`config.mk`:
```
export PLATFORM = sky130hd
export DESIGN_NAME = systolic_conv2d_engine_flat
export DESIGN_NICKNAME = d
export VERILOG_FILES = /design/src/rtl/systolic_conv2d_engine_if.sv /design/src/rtl/systolic_conv2d_engine.sv /design/src/flat_wrapper.sv
export SDC_FILE = /design/constraint.sdc
export NUM_CORES = 1
export LEC_CHECK = 0
export CAP_MARGIN = 20
export CORE_AREA = 2 2 186 188
export CTS_CLUSTER_DIAMETER = 150
export DETAILED_ROUTE_END_ITERATION = 8
export DIE_AREA = 0 0 188 190
export PLACE_DENSITY_LB_ADDON = 0.25
export SETUP_SLACK_MARGIN = 0.02
export SYNTH_ARGS = -nofsm -noshare
export SYNTH_HDL_FRONTEND = slang
export SYNTH_SLANG_ARGS = --single-unit
```
`constraint.sdc`:
```
create_clock -name clk -period 9.3 [get_ports clk]
set_input_delay 0.93 -clock clk [delete_from_list [all_inputs] [get_ports clk]]
set_output_delay 0.93 -clock clk [all_outputs]
set_load 0.02 [all_outputs]
```
`src/rtl/systolic_conv2d_engine_if.sv`:
```
// Operand/result bundle between the conv operand register file, the systolic engine and the result collector.
interface systolic_conv2d_engine_if #(
   parameter int DATA_W = 8,
   parameter int K      = 3,
   parameter int IMG    = 4,
   parameter int RES_W  = 8
);
   localparam int OUT = IMG - K + 1;

   logic                          start;
   logic                          flip;
   logic [IMG*IMG*DATA_W-1:0]     img;
   logic [K*K*DATA_W-1:0]         krn;
   logic                          busy;
   logic                          done;
   logic                          res_valid;
   logic [OUT*OUT*RES_W-1:0]      res;

   modport master (
      output start, flip, img, krn,
      input  busy, done, res_valid, res
   );

   modport slave (
      input  start, flip, img, krn,
      output busy, done, res_valid, res
   );
endinterface

```
`src/rtl/systolic_conv2d_engine.sv`:
```
// Output-stationary systolic valid-mode 2-D convolution/correlation, one MAC PE per output pixel.
// Optional SYSTOLIC_SAT_EN: saturate results to RES_W instead of wrapping modulo 2^RES_W.
module systolic_conv2d_engine #(
   parameter int DATA_W = 8,
   parameter int K      = 3,
   parameter int IMG    = 4,
   parameter int RES_W  = 8
) (
   input  logic                    clk,
   input  logic                    rst,
   systolic_conv2d_engine_if.slave bus
);
   localparam int OUT     = IMG - K + 1;
   localparam int KK      = K * K;
   localparam int ACC_W   = 2*DATA_W + ((KK > 1) ? $clog2(KK) : 1);
   localparam int D       = 2*(OUT-1);
   localparam int RUN_LEN = KK + D;
   localparam int CNT_W   = $clog2(RUN_LEN + 1);
   localparam int KY_W    = (K > 1) ? $clog2(K) : 1;
   localparam int IDX_W   = (IMG*IMG > 1) ? $clog2(IMG*IMG) : 1;
   localparam int KIDX_W  = (KK > 1) ? $clog2(KK) : 1;
   localparam int SK_N    = (D > 0) ? D : 1;
   localparam int WW      = (ACC_W > RES_W) ? ACC_W : RES_W;

   if (IMG < K) begin : g_bad_cfg
      $error("systolic_conv2d_engine: IMG must be >= K");
   end

   typedef enum logic [1:0] {IDLE, LOAD, RUN, DONE} state_t;

   // A step tag travels down the anti-diagonals: PE(r,c) consumes the tag sitting at skew depth r+c.
   typedef struct packed {
      logic              vld;
      logic [KY_W-1:0]   ky;
      logic [KY_W-1:0]   kx;
      logic [DATA_W-1:0] b;
   } tag_t;

   state_t            state, next_state;
   logic [DATA_W-1:0] img_q [IMG*IMG];
   logic [DATA_W-1:0] krn_q [KK];
   logic              flip_q;
   logic [CNT_W-1:0]  run_cnt;
   logic [KY_W-1:0]   ky_cnt, kx_cnt;
   tag_t              tag0;
   tag_t              sk [SK_N];
   tag_t              tg [D+1];
   logic [ACC_W-1:0]  acc      [OUT][OUT];
   logic [ACC_W-1:0]  acc_next [OUT][OUT];
   logic [RES_W-1:0]  res_q    [OUT][OUT];
   logic              res_valid_q;
   logic              accept;
   logic              run_last;

   function automatic logic [RES_W-1:0] shape(input logic [ACC_W-1:0] v);
      logic [WW-1:0] w;
      w = WW'(v);
`ifdef SYSTOLIC_SAT_EN
      if (w > WW'({RES_W{1'b1}})) return '1;
`endif
      return w[RES_W-1:0];
   endfunction

   assign accept   = bus.start && (state == IDLE || state == DONE);
   assign run_last = (state == RUN) && (run_cnt == CNT_W'(RUN_LEN-1));

   always_ff @(posedge clk) begin
      if (rst) state <= IDLE;
      else     state <= next_state;
   end

   always_comb begin
      next_state = state;
      case (state)
         IDLE:    if (bus.start) next_state = LOAD;
         LOAD:    next_state = RUN;
         RUN:     if (run_last) next_state = DONE;
         DONE:    next_state = bus.start ? LOAD : IDLE;
         default: next_state = IDLE;
      endcase
   end

   always_comb begin
      bus.busy = (state != IDLE);
      bus.done = (state == DONE);
   end

   // Operands are captured on the accepting edge so input changes during LOAD/RUN are invisible.
   always_ff @(posedge clk) begin
      if (rst) begin
         flip_q <= 1'b0;
         for (int i = 0; i < IMG*IMG; i++) img_q[i] <= '0;
         for (int i = 0; i < KK; i++)      krn_q[i] <= '0;
      end else if (accept) begin
         flip_q <= bus.flip;
         for (int i = 0; i < IMG*IMG; i++) img_q[i] <= bus.img[i*DATA_W +: DATA_W];
         for (int i = 0; i < KK; i++)      krn_q[i] <= bus.krn[i*DATA_W +: DATA_W];
      end
   end

   always_ff @(posedge clk) begin
      if (rst || state == LOAD) begin
         run_cnt <= '0;
         ky_cnt  <= '0;
         kx_cnt  <= '0;
      end else if (state == RUN) begin
         run_cnt <= run_cnt + CNT_W'(1);
         if (kx_cnt == KY_W'(K-1)) begin
            kx_cnt <= '0;
            ky_cnt <= ky_cnt + KY_W'(1);
         end else begin
            kx_cnt <= kx_cnt + KY_W'(1);
         end
      end
   end

   // Flipped kernel index (K-1-ky)*K + (K-1-kx) collapses to KK-1-s.
   always_comb begin
      tag0 = '0;
      if (state == RUN && run_cnt < CNT_W'(KK)) begin
         tag0.vld = 1'b1;
         tag0.ky  = ky_cnt;
         tag0.kx  = kx_cnt;
         tag0.b   = krn_q[flip_q ? (KIDX_W'(KK-1) - KIDX_W'(run_cnt)) : KIDX_W'(run_cnt)];
      end
      tg[0] = tag0;
      for (int d = 1; d <= D; d++) tg[d] = sk[d-1];
   end

   always_ff @(posedge clk) begin
      if (rst || state == LOAD) begin
         for (int i = 0; i < SK_N; i++) sk[i] <= '0;
      end else begin
         sk[0] <= tag0;
         for (int i = 1; i < SK_N; i++) sk[i] <= sk[i-1];
      end
   end

   always_comb begin : pe_math
      tag_t              pe_tag;
      logic [IDX_W-1:0]  ia;
      logic [2*DATA_W-1:0] prod;
      pe_tag = '0;
      ia     = '0;
      prod   = '0;
      for (int r = 0; r < OUT; r++) begin
         for (int c = 0; c < OUT; c++) begin
            pe_tag = tg[r+c];
            ia     = IDX_W'((r + int'(pe_tag.ky)) * IMG + c + int'(pe_tag.kx));
            prod   = {{DATA_W{1'b0}}, img_q[ia]} * {{DATA_W{1'b0}}, pe_tag.b};
            acc_next[r][c] = pe_tag.vld ? acc[r][c] + ACC_W'(prod) : acc[r][c];
         end
      end
   end

   // Results are taken from acc_next so the final MAC of the last PE lands in res on entry to DONE.
   always_ff @(posedge clk) begin
      if (rst) begin
         res_valid_q <= 1'b0;
         for (int r = 0; r < OUT; r++) begin
            for (int c = 0; c < OUT; c++) begin
               acc[r][c]   <= '0;
               res_q[r][c] <= '0;
            end
         end
      end else begin
         if (accept)        res_valid_q <= 1'b0;
         else if (run_last) res_valid_q <= 1'b1;
         for (int r = 0; r < OUT; r++) begin
            for (int c = 0; c < OUT; c++) begin
               if (state == LOAD)     acc[r][c] <= '0;
               else if (state == RUN) acc[r][c] <= acc_next[r][c];
               if (run_last) res_q[r][c] <= shape(acc_next[r][c]);
            end
         end
      end
   end

   always_comb begin
      bus.res = '0;
      for (int r = 0; r < OUT; r++) begin
         for (int c = 0; c < OUT; c++) begin
            bus.res[(r*OUT+c)*RES_W +: RES_W] = res_q[r][c];
         end
      end
      bus.res_valid = res_valid_q;
   end
endmodule
```
`src/flat_wrapper.sv`:
```
// flat-port wrapper written by rule: the top's interface ports become plain ports
module systolic_conv2d_engine_flat 
#(
   parameter int DATA_W = 8,
   parameter int K      = 3,
   parameter int IMG    = 4,
   parameter int RES_W  = 8
)
  (clk, rst, bus_start, bus_flip, bus_img, bus_krn, bus_busy, bus_done, bus_res_valid, bus_res);
  systolic_conv2d_engine_if #(.DATA_W(DATA_W), .K(K), .IMG(IMG), .RES_W(RES_W)) bus_i ();
  input  logic clk;
  input  logic rst;
  input wire logic [$bits(bus_i.start)-1:0] bus_start;
  input wire logic [$bits(bus_i.flip)-1:0] bus_flip;
  input wire logic [$bits(bus_i.img)-1:0] bus_img;
  input wire logic [$bits(bus_i.krn)-1:0] bus_krn;
  output wire logic [$bits(bus_i.busy)-1:0] bus_busy;
  output wire logic [$bits(bus_i.done)-1:0] bus_done;
  output wire logic [$bits(bus_i.res_valid)-1:0] bus_res_valid;
  output wire logic [$bits(bus_i.res)-1:0] bus_res;
  assign bus_i.start = bus_start;
  assign bus_i.flip = bus_flip;
  assign bus_i.img = bus_img;
  assign bus_i.krn = bus_krn;
  assign bus_busy = bus_i.busy;
  assign bus_done = bus_i.done;
  assign bus_res_valid = bus_i.res_valid;
  assign bus_res = bus_i.res;
  systolic_conv2d_engine #(.DATA_W(DATA_W), .K(K), .IMG(IMG), .RES_W(RES_W)) u_core (.clk(clk), .rst(rst), .bus(bus_i));
endmodule
```
## Word-level counts from Yosys, hierarchy flattened

Memory sizes are Yosys's and may differ from the RTL's.
Cells that the tools add are included.

| word-level totals | value |
|---|---|
| flip-flop bits (word level) | 12 |
| memory bits (writable) | 338 |
| output and inout bits | 35 |
| logic and storage cells | 156 |
| memories | 5 |

Memory list:

| name | words | width | read ports | clocked after memory_dff | wr ports | line | source |
|---|---|---|---|---|---|---|---|
| u_core.img_q | 16 | 8 | 4 | 0 | 16 | systolic_conv2d_engine.sv:40 | `logic [DATA_W-1:0] img_q [IMG*IMG];` |
| u_core.acc | 2 | 40 | 2 | 0 | 2 | systolic_conv2d_engine.sv:48 | `logic [ACC_W-1:0] acc [OUT][OUT];` |
| u_core.krn_q | 9 | 8 | 1 | 0 | 9 | systolic_conv2d_engine.sv:41 | `logic [DATA_W-1:0] krn_q [KK];` |
| u_core.res_q | 2 | 16 | 2 | 0 | 2 | systolic_conv2d_engine.sv:50 | `logic [RES_W-1:0] res_q [OUT][OUT];` |
| u_core.sk | 2 | 13 | 2 | 0 | 2 | systolic_conv2d_engine.sv:46 | `tag_t sk [SK_N];` |

| cells by class | value |
|---|---|
| add/subtract/negate cells | 16 |
| multipliers | 4 |
| $lt $le $gt $ge | 1 |
| equal/unequal tests | 7 |
| multiplexer cells | 68 |
| bitwise operators | 39 |
| reduce and logical (&&, ||, !) cells | 10 |

Operators with widths:

| cell | count |
|---|---|
| 20-bit two-way mux | 12 |
| 8-bit two-way mux | 29 |
| 20-bit by 16-bit adder with 20-bit output | 4 |
| 8-bit by 8-bit multiplier with 16-bit output | 4 |
| 13-bit two-way mux | 3 |
| 1-bit OR | 39 |
| 1-bit two-way mux | 19 |
| 4-bit by 3-bit adder with 4-bit output | 3 |
| 4-bit by 1-bit adder with 4-bit output (second input constant) | 2 |
| 2-bit case mux with 4 select lines | 1 |
| 2-bit equality test (second input constant) | 3 |
| 2-bit two-way mux | 3 |
| 1-bit by 2-bit adder with 2-bit output (first input constant) | 2 |
| 2-bit by 1-bit adder with 2-bit output (second input constant) | 2 |
| 4-bit by 2-bit adder with 4-bit output | 1 |
| 4-bit by 2-bit adder with 4-bit output (second input constant) | 1 |
| 4-bit equality test (second input constant) | 1 |
| 4-bit < comparator (second input constant) | 1 |
| 4-bit two-way mux | 1 |
| 2-bit AND reduction | 2 |
| 4-bit subtractor (first input constant) | 1 |
| 1-bit logical AND | 3 |
| 2-bit by 1-bit equality test with 1-bit output (second input constant) | 1 |
| 2-bit logical NOT | 1 |
| other kinds (5) | 6 |

## Longest topological paths before layout

An unclocked memory read counts as a cell.

| logic depth | value |
|---|---|
| depth in word-level cells | 10 |
| depth in mapped cells | 28 |
| depth with buffers taken out | 25 |

## Worst setup path after synthesis

OpenSTA, ideal clock, no wires.

| timing path | value |
|---|---|
| path type | flip-flop to flip-flop |
| from | register u_core.run_cnt[0] |
| to | memory u_core.res_q[0][15] (netlist name) (data pin) |
| setup time | 0.162 ns |
| data arrival time | 6.007 ns |
| data required time | 9.138 ns |
| path slack | 3.131 ns |
| cell stages (with the launch flop) | 23 |
| path buffers | 2 |
| clock period less this slack | 6.169 ns |
| cell sequence | dfxtp_1 buf_2 inv_2 ha_1 mux2i_1 buf_2 mux4_2 a21oi_2 nand2_1 fa_1 inv_1 fa_1 inv_1 fa_1 fa_1 inv_1 ha_1 a21oi_1 xnor2_1 xnor2_1 xnor2_1 xnor3_1 a211oi_2 |

RTL lines:

| item | line | source |
|---|---|---|
| start: declaration | systolic_conv2d_engine.sv:43 | `logic [CNT_W-1:0] run_cnt;` |
| start signal: assignment | systolic_conv2d_engine.sv:107 | `run_cnt <= run_cnt + CNT_W'(1);` |
| end: declaration | systolic_conv2d_engine.sv:50 |  |

==> results_dict.tcl <==
set metrics [dict create \
    status "finished clean" \
    finalSetupViolCount 0 \
    clkTransAtPathRegs_ns 0.06 \
    cp-start-kind "flip-flop" \
    gp_congestion 0.967 \
    start_util 0.606 \
    cts.path.max_buffers 3 \
    async_reset_ff_frac 0 \
    synth_cells 1740 \
    antennaDiodeCount 0 \
    max-slew-margin-rel 0.315 \
    wl_per_cell_um 21.6 \
    drv_slew 0 \
    yosysSeqAreaShare 0.419 \
    final_hold_viol_count 0 \
    cp.required_ns 9.64 \
    clk_latency_ns 0.52 \
    fin_nets 2295 \
    fmax_ghz 0.134 \
    htreeDepth 2 \
    viasPerCell 5.99 \
    drive_gt1_frac 0.127 \
    synth_cell_types 64 \
    pre_cts_ws_ns 1.93 \
    ant_nets 0 \
    core_mm2 0.0339 \
    min_period_over_period 0.802 \
    synth_warnings 0 \
    postCtsSetupBuffers 0 \
    drt_iter0_drc 1237 \
    nFillCells 2320 \
    worst-path-max-fanout 13 \
    synth-edff-count 256 \
    die_h_um 190 \
    crit_path_end_kind "flip-flop" \
    pin_count 239 \
    tightest_slew_ns 1.02 \
    gr-total-overflow 0 \
    cts_tree "built" \
    fp.dieW_um 188 \
    vdd_drop_max_uv 145 \
    area_growth_pct 18.8 \
    grt_pass1_vias 14600 \
    routed_wl_um 52400 \
    setup_slack_ns 1.84 \
    syn_area_mm2 0.0206 \
    synth_area_leaders "edfxtp_1 (37%), mux4_2 (14%), fa_1 (7.0%)" \
    drt-pass1-iter-count 5 \
    clock-sinks 302 \
    stdcell_count 2422 \
    tns_ns 0 \
    drc 0 \
    dp.cells 2359 \
    synth_area_per_cell_um2 11.8 \
    postCtsResizedCells 0 \
    ys.flop_type "edfxtp_1" \
    critPathArrivalTime_ns 7.80 \
    ys_ff_latch 302 \
    rows 68 \
    via_count 14500 \
    fin_crit_ns 7.46 \
    hold_slack_ns 0.480 \
    grt_max_degree 161 \
    numPortBuffers 238 \
    cts_root_buf "clkbuf_16" \
    synth_nets 2094 \
    numCtsBuffers 34 \
    yosys.area.top_type "edfxtp_1" \
    fin_skew_ns 0.0175 \
    hpwl_um 39100 \
    rsz0062_at_grt "false" \
    dieArea_mm2 0.0357 \
    grt_use_total 0.299 \
    synth.top_cell.area_share 0.374 \
    hp-class "reg2reg" \
    worstSetupPathType "reg2reg" \
    power.leakage_nw 9.49 \
    grt_first_pass_wirelength_um 81900 \
    hold_buffers 0 \
    grt_antenna_before_repair 1 \
    p_per_area_mw_per_mm2 206 \
    total_power_mw 5.02 \
    max_cap_viol_count 0 \
]
[layout make-up]
class / count / area, um^2 / share of cell area
flip-flops and latches: 302 / 8610 / 0.353
inverters: 167 / 627 / 0.0257
multi-input cells: 1171 / 10900 / 0.446
clock buffers: 38 / 886 / 0.0363
repair buffers: 265 / 2610 / 0.107
well taps: 455 / 569 / 0.0233
clock inverters: 24 / 235 / 0.00963
[through the flow]
step / utilization / area (um^2)
after floorplan: - / 20600
after global placement: 0.686 / 23300
after detailed placement: 0.686 / 23300
after CTS: 0.719 / 24400
after global routing: 0.720 / 24400
final: 0.720 / 24400
[cells in the mapped netlist, drive strengths merged (2+ instances only)]
cell type  count
a32o           2
o32ai          3
xnor2         71
a311oi         3
xor2          10
buf           56
mux2          12
nor2          50
a21oi         40
or2            2
o22ai          2
nor2b         56
o211a          3
and2         230
nand2b         2
o211ai        10
nand3         25
and3          12
inv          166
clkbuf        44
edfxtp       256
a31oi         14
nor3          21
nand2        196
o21ai         22
a221oi         7
a211oi        13
a21o           9
mux2i         69
dfxtp         46
mux4         125
fa            72
ha            78
[sequential cells by signal, summed over array words and instances (netlist names)]
signal,count
u_core.img_q,128
u_core.bus.res_valid,1
u_core.acc,32
u_core.ky_cnt,2
u_core.run_cnt,4
u_core.flip_q,1
u_core.kx_cnt,2
u_core.state,2
u_core.res_q,32
u_core.sk,26
u_core.krn_q,72
[final timing paths]
check	startpoint	endpoint	slack (ns)	cells past startpoint
max reg2reg	u_core.run_cnt[0]$_SDFFE_PP0N_	u_core.res_q[0][15]$_SDFFCE_PN0P_	1.84	24
max	u_core.run_cnt[0]$_SDFFE_PP0N_	u_core.res_q[0][15]$_SDFFCE_PN0P_	1.84	24
min	u_core.acc[0][21]$_SDFFE_PP0P_	u_core.acc[0][21]$_SDFFE_PP0P_	0.48	2
min reg2reg	u_core.acc[0][21]$_SDFFE_PP0P_	u_core.acc[0][21]$_SDFFE_PP0P_	0.48	2
[logic make-up after synthesis]
family | count (synthesis) | share of synthesized area
flops | 302 | 0.419
buf+inv | 267 | 0.0546
fa+ha+maj | 150 | 0.118
simple gates | 598 | 0.150
xor+xnor | 82 | 0.0369
mux | 206 | 0.177
compound gates | 135 | 0.0452
[report_power, final]
part	total (mW)	internal, mW	switching, mW	leakage, nW
clock network	1.34	0.780	0.561	0.544
registers	2.19	1.88	0.313	3.11
logic	1.49	0.677	0.813	5.84
total	5.02	3.34	1.69	9.49
[per-layer routing]
layer,share of wire,GRT usage,vias up
li1,-,-,6488
met5,0.00034,0,-
met4,0.044,0.124,2
met1,0.39,0.393,7127
met2,0.47,0.479,727
met3,0.092,0.0745,154
[worst max-delay path, stage by stage (launching register included)]
cell      delay [ns]
dfxtp_1         0.43
inv_2           0.27
ha_1            0.32
nor2b_1         0.73
o21ai_1         0.50
buf_4           0.32
a31oi_1         0.18
a221oi_1        0.12
a21oi_1         0.59
nand2_1         0.18
fa_1            0.43
inv_1           0.09
fa_1            0.40
ha_1            0.29
inv_1           0.05
fa_1            0.53
inv_1           0.04
ha_1            0.33
a21o_1          0.20
a21oi_1         0.17
xnor2_1         0.15
xnor2_1         0.15
xnor2_1         0.17
xnor3_1         0.38
a211oi_2        0.23
[layout by cell type, fill, tap and decap left out, types with 34 or more instances in the layout]
master,instances
a21oi_1,35
and2_1,230
clkbuf_16,34
clkdlybuf4s50_1,237
dfxtp_1,43
edfxtp_1,256
fa_1,72
ha_1,78
inv_1,164
mux2i_1,68
mux4_2,125
nand2_1,195
nor2_1,49
nor2b_1,55
xnor2_1,69
(Power assumes the default switching activity.)
